**src/rtl/logic_result_stage_if.sv**
```systemverilog
// logic_result_stage_if
//   Handshake and data bundle between an upstream logic unit, the
//   logic_result_stage queue and its downstream consumer.
//
//   Upstream side : Xor/And/Or/Nor (4b candidate results), sel (2b),
//                   in_valid -> ; <- in_ready
//   Downstream side: Out (4b), zero, parity, out_valid, count (2b) -> ;
//                   <- out_ready
//
//   modport slave  : view taken by logic_result_stage
//   modport master : view taken by the environment driving the stage
interface logic_result_stage_if;
  logic [3:0] Xor;
  logic [3:0] And;
  logic [3:0] Or;
  logic [3:0] Nor;
  logic [1:0] sel;
  logic       in_valid;
  logic       in_ready;
  logic [3:0] Out;
  logic       zero;
  logic       parity;
  logic       out_valid;
  logic       out_ready;
  logic [1:0] count;

  modport slave (
    input  Xor, And, Or, Nor, sel, in_valid, out_ready,
    output in_ready, Out, zero, parity, out_valid, count
  );

  modport master (
    output Xor, And, Or, Nor, sel, in_valid, out_ready,
    input  in_ready, Out, zero, parity, out_valid, count
  );
endinterface

```
**src/rtl/logic_result_stage.sv**
```systemverilog
// logic_result_stage
//   Selects one of four upstream logic results by sel and holds it in a
//   2-entry in-order queue with one cycle of latency. Head entry drives
//   Out together with zero / parity flags.
//
//   Ports:
//     clk  - rising-edge clock
//     rst  - synchronous, active-high reset (clears occupancy only)
//     bus  - logic_result_stage_if.slave:
//              Xor/And/Or/Nor, sel, in_valid  (in)  upstream offer
//              in_ready                        (out) count != 2
//              Out, zero, parity, out_valid    (out) head entry
//              out_ready                       (in)  downstream pop
//              count                           (out) entries held 0..2
//
//   Build option: LOGIC_STAGE_FLAGS_EN
//     defined   - zero/parity computed at push time, stored per entry
//     undefined - no flag storage, zero and parity tied low
module logic_result_stage (
  input  logic                  clk,
  input  logic                  rst,
  logic_result_stage_if.slave   bus
);

  localparam int DATA_W = 4;

  typedef enum logic [1:0] {
    EMPTY = 2'd0,
    ONE   = 2'd1,
    TWO   = 2'd2
  } state_t;

  state_t            state;
  state_t            state_nxt;
  logic              push;
  logic              pop;
  logic              wr_head;
  logic              wr_tail;
  logic              shift;
  logic              vld_p1;
  logic [DATA_W-1:0] sel_res_p0;
  logic [DATA_W-1:0] res_p1 [2];

  function automatic logic [DATA_W-1:0] mux_res(
    input logic [1:0]        s,
    input logic [DATA_W-1:0] x,
    input logic [DATA_W-1:0] a,
    input logic [DATA_W-1:0] o,
    input logic [DATA_W-1:0] n
  );
    logic [DATA_W-1:0] r;
    case (s)
      2'b00:   r = x;
      2'b01:   r = a;
      2'b10:   r = o;
      default: r = n;
    endcase
    return r;
  endfunction

  // Stage p0: select the candidate result from the upstream unit
  assign sel_res_p0 = mux_res(bus.sel, bus.Xor, bus.And, bus.Or, bus.Nor);

  // Handshakes use only registered occupancy, so in_ready never depends
  // on out_ready and there is no input-to-output combinational path.
  assign push = bus.in_valid && (state != TWO);
  assign pop  = (state != EMPTY) && bus.out_ready;

  always_comb begin
    state_nxt = state;
    wr_head   = 1'b0;
    wr_tail   = 1'b0;
    shift     = 1'b0;
    case (state)
      EMPTY: begin
        if (push) begin
          state_nxt = ONE;
          wr_head   = 1'b1;
        end
      end
      ONE: begin
        if (push && pop) begin
          // Head leaves while the new entry replaces it in place
          wr_head = 1'b1;
        end else if (push) begin
          state_nxt = TWO;
          wr_tail   = 1'b1;
        end else if (pop) begin
          state_nxt = EMPTY;
        end
      end
      TWO: begin
        if (pop) begin
          state_nxt = ONE;
          shift     = 1'b1;
        end
      end
      default: state_nxt = EMPTY;
    endcase
  end

  always_ff @(posedge clk) begin
    if (rst) begin
      state <= EMPTY;
    end else begin
      state <= state_nxt;
    end
  end

  // Stage p1: queue storage; slot 0 is always the head. Data is not
  // reset -- occupancy alone decides what is visible.
  always_ff @(posedge clk) begin
    if (wr_head) begin
      res_p1[0] <= sel_res_p0;
    end else if (shift) begin
      res_p1[0] <= res_p1[1];
    end
    if (wr_tail) begin
      res_p1[1] <= sel_res_p0;
    end
  end

  assign vld_p1        = (state != EMPTY);
  assign bus.out_valid = vld_p1;
  assign bus.in_ready  = (state != TWO);
  assign bus.count     = 2'(state);
  // Gated so an empty queue (including right after reset) shows 0000
  assign bus.Out       = vld_p1 ? res_p1[0] : '0;

`ifdef LOGIC_STAGE_FLAGS_EN
  logic zero_p1 [2];
  logic par_p1  [2];

  function automatic logic is_zero(input logic [DATA_W-1:0] v);
    return (v == '0);
  endfunction

  function automatic logic odd_parity(input logic [DATA_W-1:0] v);
    return ^v;
  endfunction

  always_ff @(posedge clk) begin
    if (wr_head) begin
      zero_p1[0] <= is_zero(sel_res_p0);
      par_p1[0]  <= odd_parity(sel_res_p0);
    end else if (shift) begin
      zero_p1[0] <= zero_p1[1];
      par_p1[0]  <= par_p1[1];
    end
    if (wr_tail) begin
      zero_p1[1] <= is_zero(sel_res_p0);
      par_p1[1]  <= odd_parity(sel_res_p0);
    end
  end

  assign bus.zero   = vld_p1 && zero_p1[0];
  assign bus.parity = vld_p1 && par_p1[0];
`else
  assign bus.zero   = 1'b0;
  assign bus.parity = 1'b0;
`endif

endmodule

```
**src/flat_wrapper.sv**
```systemverilog
// flat-port wrapper written by rule: the top's interface ports become plain ports
module logic_result_stage_flat 
  (clk, rst, bus_Xor, bus_And, bus_Or, bus_Nor, bus_sel, bus_in_valid, bus_out_ready, bus_in_ready, bus_Out, bus_zero, bus_parity, bus_out_valid, bus_count);
  logic_result_stage_if bus_i ();
  input  logic clk;
  input  logic rst;
  input wire logic [$bits(bus_i.Xor)-1:0] bus_Xor;
  input wire logic [$bits(bus_i.And)-1:0] bus_And;
  input wire logic [$bits(bus_i.Or)-1:0] bus_Or;
  input wire logic [$bits(bus_i.Nor)-1:0] bus_Nor;
  input wire logic [$bits(bus_i.sel)-1:0] bus_sel;
  input wire logic [$bits(bus_i.in_valid)-1:0] bus_in_valid;
  input wire logic [$bits(bus_i.out_ready)-1:0] bus_out_ready;
  output wire logic [$bits(bus_i.in_ready)-1:0] bus_in_ready;
  output wire logic [$bits(bus_i.Out)-1:0] bus_Out;
  output wire logic [$bits(bus_i.zero)-1:0] bus_zero;
  output wire logic [$bits(bus_i.parity)-1:0] bus_parity;
  output wire logic [$bits(bus_i.out_valid)-1:0] bus_out_valid;
  output wire logic [$bits(bus_i.count)-1:0] bus_count;
  assign bus_i.Xor = bus_Xor;
  assign bus_i.And = bus_And;
  assign bus_i.Or = bus_Or;
  assign bus_i.Nor = bus_Nor;
  assign bus_i.sel = bus_sel;
  assign bus_i.in_valid = bus_in_valid;
  assign bus_i.out_ready = bus_out_ready;
  assign bus_in_ready = bus_i.in_ready;
  assign bus_Out = bus_i.Out;
  assign bus_zero = bus_i.zero;
  assign bus_parity = bus_i.parity;
  assign bus_out_valid = bus_i.out_valid;
  assign bus_count = bus_i.count;
  logic_result_stage u_core (.clk(clk), .rst(rst), .bus(bus_i));
endmodule
```
**config.mk**
```make
export PLATFORM = sky130hd
export DESIGN_NAME = logic_result_stage_flat
export DESIGN_NICKNAME = d
export VERILOG_FILES = /design/src/rtl/logic_result_stage_if.sv /design/src/rtl/logic_result_stage.sv /design/src/flat_wrapper.sv
export SDC_FILE = /design/constraint.sdc
export NUM_CORES = 1
export LEC_CHECK = 0
export ABC_AREA = 1
export CAP_MARGIN = 20
export CORE_UTILIZATION = 41
export CTS_CLUSTER_SIZE = 14
export DETAILED_ROUTE_END_ITERATION = 10
export PLACE_DENSITY_LB_ADDON = 0.12
export REMOVE_ABC_BUFFERS = 1
export SYNTH_ARGS = -nofsm -noshare
export SYNTH_HDL_FRONTEND = slang
export SYNTH_SLANG_ARGS = --single-unit
```
**constraint.sdc**
```tcl
create_clock -name clk -period 2.3 [get_ports clk]
set_input_delay 0.46 -clock clk [delete_from_list [all_inputs] [get_ports clk]]
set_output_delay 0.46 -clock clk [all_outputs]
set_load 0.02 [all_outputs]
```
### Word-level counts from Yosys, hierarchy flattened

Memories as Yosys holds them, arrays and structs flattened.
Index checks and enable logic that the tools add are counted.

* muxes and demuxes: 26
* reduce and logical (&&, ||, !) cells: 8
* bitwise gates (word level): 1
* equality and inequality tests: 9

Operators with widths (number)
* $mux 1: 15
* $mux 4: 3
* $pmux 4 s3: 1
* $mux 2: 5
* $pmux 2 s3: 1
* $eq 2x1->1 const B: 2
* $eq 2x2->1 const B: 2
* $logic_not 2->1: 2
* $ne 2x1->1 const B: 2
* $ne 2x2->1 const B: 2
* $reduce_and 4->1: 1
* $reduce_or 4->1: 1
* $logic_and 1x1->1: 3
* $ne 3x1->1 const B: 1
* $pmux 1 s2: 1
* $reduce_bool 2->1: 1
* $or 1x1->1: 1

* input bits: 22
* bits in registers: 2
* RAM bits: 8
* memories kept: 1

Memories
* u_core.res_p1: depth 2, width 4, read ports 2, clocked after Yosys merged registers in 0, wr ports 1, line logic_result_stage.sv:42 `logic [DATA_W-1:0] res_p1 [2];`

### Longest topological paths before layout

Gate-level depths: netlist of run 1.

* depth after elaboration: 9
* gate-level depth with buffers: 6

### Worst setup path before layout of run 1

No wires, ideal clock.

* path type: flip-flop to output port
* start point: reg u_core.state[1], in the netlist u_core.bus.count[1]
* end point: out bus_Out[0]
* data arrival time: 0.959 ns
* path slack: 0.881 ns
* stages on the path, launching flop included: 3
* required time: 1.840 ns
* cell sequence: dfxtp_1 nor2_2 nor2_1

* word-level cells in the longest chain between the ends: 2

Ends and longest elaborated chain
* from (decl): line logic_result_stage.sv:33 `state_t state;`
* from (signal assigned): line logic_result_stage.sv:106 `state <= state_nxt;`
* $reduce_bool 2->1: line logic_result_stage.sv:123 `assign vld_p1 = (state != EMPTY);`
* $mux 4: line logic_result_stage.sv:128 `assign bus.Out = vld_p1 ? res_p1[0] : '0;`
* to (decl): line flat_wrapper.sv:15 `output wire logic [$bits(bus_i.Out)-1:0] bus_Out;`

Every way passes these cells.

### Final worst setup path of run 1

Same ends and word-level chain as after synthesis.

==> flow_summary.yaml, run 1 <==
logic_synthesis:
  synth_top_area_cell: "edfxtp_1"
  synthArstFlopShare_pct: 0
  synthCells: 81
  yosys_warnings: 0
  syn_area_um2: 634
  synth-edff-count: 8
  ys_types: 21
  synth_flop_cell: "edfxtp_1"
  seq_area_frac_synth_pct: 44.2
  ys_ff_latch: 10
  netlist_top_cells_area: "edfxtp_1 (38%), nand3_1 (10%), nand2_1 (8.9%)"
  synth.top_cell.area_share_pct: 37.9
  syn_area_per_cell_um2: 7.83
finish:
  nets: 134
  antenna_cells: 0
  fin_cells: 126
  area_growth_pct: 49.7
  drive_gt1_share_pct: 9.01
floorplanning:
  fp.coreArea_mm2: 0.00137
  io_pins: 32
  initial_core_util_pct: 46.4
  fp-row-count: 13
  die-width_um: 41.3
  dieArea_mm2: 0.00171
  die_h_um: 41.3
placed_design:
  pre_cts_slack_ns: 0.424
  place_inst: 122
  place_hpwl_um: 1120
  place_congestion: 0.686
  io_buffers: 29
power_and_ir_drop:
  ir_drop_mv: 0.234
  p_leak_nw: 0.391
  power_density_mw_per_mm2: 513
clocking:
  clk_latency_ns: 0.26
  clock-sinks: 10
  cts_buffer_depth: 2
  htreeDepth: 1
  hold_buffers: 0
  cts.repair.resized: 0
  post_cts_buffers: 0
  cts_root_buf: "clkbuf_4"
  clkTransAtPathRegs_ns: 0.07
  cts_inserted_buffers: 3
  cts_tree: "done"
detailed_routing:
  num_vias: 595
  dr.first_iter.drc_count: 5
  drt-pass1-iter-count: 2
  drc_errors: 0
  avgViaCountPerCell: 4.72
  antenna_left: 0
  wl_um: 1260
  wire_per_inst_um: 10.0
flow_run:
  max_cap_violations: 0
min_path:
  whs_endpoint: "u_core.res_p1[0][3]"
  hold_start: "u_core.res_p1[0][7]"
  hold_path_class: "register to register"
  hold_depth: 2
critical_path:
  r2r_end: "u_core.res_p1[0][3]"
  crit_arrival_ns: 1.60
  critPathMaxFanout: 7
  cp_slowest_cell: "clkdlybuf4s50_1"
  cpPeakStageDelay_ns: 0.61
  path_cells: "nor2_2 > nor2_1 > clkdlybuf4s50_1"
  critPathRequiredTime_ns: 1.84
  reg2regPathDepth: 3
  critPathLaunchType: "register"
  end_kind: "output port"
  rrSetupSlack_ns: 1.05
  crit_type: "register to output port"
  r2r-start: "u_core.bus.count[1]"
run_status:
  run_status: "finished, final reports clean"
sta:
  final.min_clock_period_ns: 2.06
  fin_crit_sh_pct: 89.5
  finalSetupTns_ns: 0
  hold_viol_final: 0
  max_freq_ghz: 0.486
  rsz0062_at_grt: "no"
  skew_ns: 0.00661
  setup_viol: 0
  drv_slew: 0
  setup_ws_ns: 0.242
grt:
  grt_overflow_total: 0
  grt_pass1_vias: 509
  track_usage_pct: 19.6
  antenna_found_initial: 0
  grt_pass1_wl_um: 2080
  grt_max_degree: 10
## Yosys cell counts, types with 2 or more instances
cell type and count:
and2_1 4, buf_4 3, dfxtp_1 2, edfxtp_1 8
inv_1 9, nand2_1 15, nand2_2 2, nand3_1 13
nor2_1 7, o21ai_0 4, or2_0 4
## cell type report
cell class / count / area, um2
Sequential cell: 10 / 280
Clock buffer: 4 / 36.3
Tap cell: 15 / 18.8
Inverter: 11 / 41.3
Fill cell: 129 / 417
Timing Repair Buffer: 29 / 290
Multi-Input combinational cell: 57 / 283
## worst max path at each step
stage | startpoint | to | depth (start not counted)
floorplan | u_core.bus.count[1] | bus_Out[0] | 2
global placement | bus_sel[0] | u_core.res_p1[0][7] | 4
detailed placement | bus_sel[1] | u_core.res_p1[0][6] | 4
CTS | u_core.bus.count[1] | bus_Out[0] | 3
global route | u_core.bus.count[1] | bus_Out[1] | 3
finish | u_core.bus.count[1] | bus_Out[0] | 3
## routing by layer
layer | GRT usage [%] | routed length [um] | up-vias
li1 | - | - | 318
met1 | 20.7 | 491 | 250
met2 | 34.8 | 690 | 25
met3 | 4.79 | 60 | 2
met4 | 12.1 | 19 | 0
met5 | 0 | 0 | -
## cell families after synthesis
| kind of cell | share of synthesized area (%) |
|---|---|
| and+or+nand+nor | 37.5 |
| buffers and inverters | 11.8 |
| DFF | 44.2 |
| AOI/OAI and AO/OA | 5.92 |
| other | 0.591 |
## sequential cells by signal, indices dropped and copies added, names as in the netlist
| name | count |
|---|---|
| u_core.res_p1 | 8 |
| u_core.bus.count | 2 |
## worst max-delay path, delay by kind of cell (launching register included)
family        cells  cell delay, ns
flops             1            0.49
simple gates      2            0.24
buf+inv           1            0.61
## layout by cell type, fill, tap and decap left out, drive strengths merged
| master | instances |
|---|---|
| clkbuf | 4 |
| nand3 | 14 |
| conb | 2 |
| a21oi | 1 |
| or2 | 4 |
| clkinv | 1 |
| dfxtp | 2 |
| clkdlybuf4s50 | 29 |
| and2 | 4 |
| nor2 | 9 |
| a211oi | 1 |
| o21ai | 5 |
| nand2 | 17 |
| inv | 10 |
| edfxtp | 8 |
## power by group
group | switching, mW | leakage (nW) | total (mW) | internal (mW)
combinational | 0.0566 | 0.279 | 0.121 | 0.0643
sequential | 0.00472 | 0.0919 | 0.215 | 0.210
clock | 0.0561 | 0.0210 | 0.152 | 0.0958
total | 0.117 | 0.391 | 0.488 | 0.370
## metrics by stage
stage / power (mW) / hold slack (ns) / instance area, um2 / utilization [%]
finish: 0.488 / 0.524 / 950 / 69.5
global route: 0.518 / 0.558 / 950 / 69.5
CTS: 0.491 / 0.528 / 950 / 69.5
detailed placement: 0.341 / 0.511 / 913 / 66.8
global placement: 0.337 / 0.506 / 913 / 66.8
floorplan: 0.273 / 0.495 / 604 / -
(Power assumes the default switching activity.)
==> run 2: changes to the inputs <==
--- a/config.mk
+++ b/config.mk
@@ -12,6 +12,8 @@
 export DETAILED_ROUTE_END_ITERATION = 10
 export PLACE_DENSITY_LB_ADDON = 0.12
 export REMOVE_ABC_BUFFERS = 1
+export SETUP_SLACK_MARGIN = 0.2
+export SLEW_MARGIN = 10
 export SYNTH_ARGS = -nofsm -noshare
 export SYNTH_HDL_FRONTEND = slang
 export SYNTH_SLANG_ARGS = --single-unit
==> run 2 against run 1 <==
Net effect: register-to-register slack improved by 0.05 ns; critical path depth unchanged; critical endpoint is now bus_out_valid; highest routed layer unchanged; worst setup slack improved by 0.11 ns; largest cell class unchanged; largest power group unchanged; sequential power about the same; cell area increased by 0.13%; count of clock-buffer cells in the layout unchanged; power about the same.
==> flow_summary.yaml, run 2 (same netlist as run 1, synthesis figures left out) <==
clocking:
  clkTransAtPathRegs_ns: 0.07
  clock-sinks: 10
  cts.repair.resized: 0
  hold_buffers: 0
  htreeDepth: 1
  cts_buffer_depth: 2
  cts_root_buf: "clkbuf_4"
  cts_inserted_buffers: 3
  clk_latency_ns: 0.26
  cts_tree: "done"
  post_cts_buffers: 0
detailed_routing:
  num_vias: 595
  wl_um: 1260
  dr.first_iter.drc_count: 5
  drt-pass1-iter-count: 2
  wire_per_inst_um: 10.0
  drc_errors: 0
  avgViaCountPerCell: 4.72
  antenna_left: 0
finish:
  top_register: "u_core.res_p1"
  nets: 134
  area_growth_pct: 49.9
  seq_area_um2: 282
  largest_reg_flops: 8
  antenna_cells: 0
  fin_cells: 126
  layout_commonest_cell: "clkdlybuf4s50_1"
  fill_cells: 130
  multi_input_area_um2: 283
  final_area_um2: 951
  final_cell_mix: "clkdlybuf4s50_1 (29), nand2_1 (15), nand3_1 (13)"
  drive_gt1_share_pct: 9.91
sta:
  final.min_clock_period_ns: 1.95
  finalSetupTns_ns: 0
  fin_crit_sh_pct: 84.7
  rsz0062_at_grt: "no"
  skew_ns: 0.00661
  max_freq_ghz: 0.513
  hold_viol_final: 0
  drv_slew: 0
  setup_viol: 0
critical_path:
  critPathRequiredTime_ns: 1.84
  end_kind: "output port"
  critPathMaxFanout: 7
  r2r_end: "u_core.res_p1[0][3]"
  r2r-start: "u_core.bus.count[1]"
  rrSetupSlack_ns: 1.10
  critPathLaunchType: "register"
  crit_arrival_ns: 1.49
  crit_type: "register to output port"
  crit_start: "u_core.bus.count[1]"
  reg2regPathDepth: 3
floorplanning:
  initial_core_util_pct: 46.4
  fp.coreArea_mm2: 0.00137
  dieArea_mm2: 0.00171
  die_h_um: 41.3
  io_pins: 32
  fp-row-count: 13
  die-width_um: 41.3
min_path:
  hold_start: "u_core.res_p1[0][7]"
  whs_endpoint: "u_core.res_p1[0][3]"
  hold_depth: 2
  hold_path_class: "register to register"
placed_design:
  place_congestion: 0.686
  place_inst: 122
  io_buffers: 29
  placed_cell_area_um2: 913
  place_hpwl_um: 1120
grt:
  grt_max_degree: 10
  grt_pass1_wl_um: 2080
  antenna_found_initial: 0
  grt_overflow_total: 0
  track_usage_pct: 19.6
  grt_pass1_vias: 509
run_status:
  run_status: "finished, final reports clean"
power_and_ir_drop:
  ir_drop_mv: 0.234
  p_leak_nw: 0.392
  power_density_mw_per_mm2: 513
flow_run:
  max_cap_violations: 0
run 2: cell counts in the layout (fill, tap and decap cells not counted):
Identical to the previous run, type by type.
run 2: where the power goes:
group	switching, mW	internal [mW]	total, mW
registers	0.00472	0.210	0.215
clock network	0.0561	0.0958	0.152
logic	0.0566	0.0644	0.121
total	0.117	0.370	0.488
run 2: worst max-delay path by stage:
stage	endpoint	slack, ns
after floorplan	bus_Out[0]	0.88
after global placement	u_core.res_p1[0][7]	0.46
after detailed placement	u_core.res_p1[0][6]	0.42
after CTS	bus_Out[0]	0.22
after global routing	bus_Out[1]	0.22
final	bus_out_valid	0.35
run 2: final cells by class:
class,count,share of cell area [%]
tap,15,1.97
inverter,11,4.34
multi-input combinational,57,29.7
sequential,10,29.6
timing repair buffer,29,30.5
clock buffer,4,3.82
run 2: layer usage:
layer / global-route usage (%) / wire [um] / share of wire, %
met5: 0 / 0 / 0
met4: 12.1 / 19 / 1.5
met3: 4.79 / 60 / 4.8
met2: 34.8 / 690 / 55
met1: 20.7 / 491 / 39
run 2: metrics by stage:
stage          total power [mW]  util [%]  setup slack [ns]  hold slack, ns
6_report                  0.488      69.6             0.352           0.524
5_1_grt                   0.518      69.6             0.222           0.558
4_1_cts                   0.491      69.5             0.224           0.528
3_3_place_gp              0.337      66.8             0.455           0.506
2_1_floorplan             0.273         -             0.881           0.495
3_5_place_dp              0.341      66.8             0.424           0.511
run 2: critical path, stage by stage (launching register included):
cell,delay (ns)
dfxtp_2,0.37
nor2_2,0.25
inv_1,0.07
clkdlybuf4s50_1,0.54
==> run 3: changes to the inputs <==
--- a/config.mk
+++ b/config.mk
@@ -7,7 +7,7 @@
 export LEC_CHECK = 0
 export ABC_AREA = 1
 export CAP_MARGIN = 20
-export CORE_UTILIZATION = 41
+export CORE_UTILIZATION = 38
 export CTS_CLUSTER_SIZE = 14
 export DETAILED_ROUTE_END_ITERATION = 10
 export PLACE_DENSITY_LB_ADDON = 0.12
==> constraint.sdc (replaced) <==
create_clock -name clk -period 2.04 [get_ports clk]
set_input_delay 0.408 -clock clk [delete_from_list [all_inputs] [get_ports clk]]
set_output_delay 0.408 -clock clk [all_outputs]
set_load 0.02 [all_outputs]
==> run 3 against run 2 <==
Net effect: worst setup slack got worse by 0.035 ns; power rose by 4.9%; utilization fell by 7.4 points; largest cell class unchanged; die area rose by 7.5%; clock skew rose by 0.0024 ns; via count rose by 2.0%; first-iteration DRC count rose to 3.4 times the previous value; global-route usage fell by 4.8 points; register-to-register slack got worse by 0.17 ns.
==> flow_summary.yaml, run 3 (same netlist as run 1, synthesis figures left out) <==
sta:
  rsz0062_at_grt: "no"
  finalSetupTns_ns: 0
  final.min_clock_period_ns: 1.72
  fin_crit_sh_pct: 84.5
  drv_slew: 0
  max_freq_ghz: 0.580
  setup_viol: 0
  hold_viol_final: 0
  skew_ns: 0.00904
clocking:
  clock-sinks: 10
  cts_tree: "done"
  post_cts_buffers: 0
  clk_latency_ns: 0.26
  clkTransAtPathRegs_ns: 0.07
  htreeDepth: 1
  cts_buffer_depth: 2
  hold_buffers: 0
  cts_root_buf: "clkbuf_4"
  cts_inserted_buffers: 3
flow_run:
  max_cap_violations: 0
critical_path:
  end_kind: "output port"
  crit_type: "register to output port"
  rrSetupSlack_ns: 0.93
  critPathRequiredTime_ns: 1.63
  critPathBufInv: 1
  critPathMaxFanout: 6
  critPathLaunchType: "register"
  cp_slowest_cell: "clkdlybuf4s50_1"
  reg2regPathDepth: 3
  r2r_end: "u_core.res_p1[0][6]"
  path_cells: "clkdlybuf4s50_1"
  cpPeakStageDelay_ns: 0.64
  cpLargestDelayFamily: "buffers and inverters"
  r2r-start: "u_core.bus.count[1]"
  crit_arrival_ns: 1.32
detailed_routing:
  wire_per_inst_um: 9.26
  antenna_left: 0
  wl_um: 1180
  num_vias: 607
  route.top_layer_used: "met4"
  wl_met1_um: 524
  avgViaCountPerCell: 4.78
  drt-pass1-iter-count: 4
  wl_met3_um: 59
  dr.first_iter.drc_count: 17
  wl_met2_um: 577
  drc_errors: 0
power_and_ir_drop:
  p_leak_nw: 0.428
  ir_drop_mv: 0.224
  power_density_mw_per_mm2: 540
  power_uw: 512
grt:
  track_usage_pct: 14.8
  antenna_found_initial: 0
  grt_max_degree: 10
  grt_overflow_total: 0
  grt_pass1_wl_um: 2040
  grt_pass1_vias: 507
finish:
  largest_reg_flops: 8
  nets: 134
  drive_gt1_share_pct: 9.91
  fill_cells: 146
  final_cell_mix: "clkdlybuf4s50_1 (23), nand2_1 (15), nand3_1 (13)"
  antenna_cells: 0
  top_register: "u_core.res_p1"
  area_growth_pct: 49.5
  layout_commonest_cell: "clkdlybuf4s50_1"
min_path:
  hold_path_class: "register to register"
  hold_start: "u_core.res_p1[0][7]"
  whs_endpoint: "u_core.res_p1[0][3]"
  hold_depth: 2
floorplanning:
  fp-row-count: 14
  fp.coreArea_mm2: 0.00152
  die_h_um: 42.9
  initial_core_util_pct: 41.6
  die-width_um: 42.9
  io_pins: 32
  dieArea_mm2: 0.00184
placed_design:
  io_buffers: 29
  place_hpwl_um: 993
  place_congestion: 0.692
run_status:
  run_status: "finished, final reports clean"
## run 3: area by class of cell
cell class	count	area, um2	area share [%]
multi-input combinational	57	288	30.3
clock buffer	4	26.3	2.77
tap	16	20.0	2.11
inverter	11	41.3	4.35
timing repair buffer	29	290	30.6
sequential	10	283	29.8
## run 3: report_power, final
part	internal (mW)	switching, mW
clock network	0.0752	0.0615
logic	0.0693	0.0617
registers	0.237	0.00666
## run 3: how the worst max path moves through the flow
| stage | start | end | slack [ns] | cells past startpoint |
|---|---|---|---|---|
| after global routing | u_core.bus.count[1] | bus_count[1] | 0.28 | 1 |
| final | u_core.bus.count[1] | bus_count[1] | 0.32 | 1 |
| after CTS | u_core.bus.count[0] | bus_Out[1] | 0.16 | 3 |
| after floorplan | u_core.bus.count[1] | bus_Out[0] | 0.67 | 2 |
| after global placement | bus_sel[0] | u_core.res_p1[0][4] | 0.24 | 4 |
| after detailed placement | bus_sel[0] | u_core.res_p1[0][6] | 0.20 | 4 |
## run 3: what timing repair did
action	4_1_cts	5_1_grt
gates resized for setup	6	3
pin swaps	0	0
endpoints found under the setup margin	6	2
## run 3: routing by layer
metal	up-vias	GRT usage [%]
met2	33	24.2
met1	254	18.5
li1	318	-
met3	2	2.55
met5	-	0
met4	0	7.50
## run 3: through the flow
step | hold WS (ns) | cell area, um2 | util (%) | instances | setup slack (ns)
2_1_floorplan | 0.477 | 604 | - | 78 | 0.673
3_3_place_gp | 0.507 | 915 | 60.0 | 123 | 0.244
3_5_place_dp | 0.510 | 915 | 60.0 | 123 | 0.202
4_1_cts | 0.524 | 942 | 61.8 | 127 | 0.163
5_1_grt | 0.560 | 948 | 62.2 | 127 | 0.281
6_report | 0.528 | 948 | 62.2 | 127 | 0.316
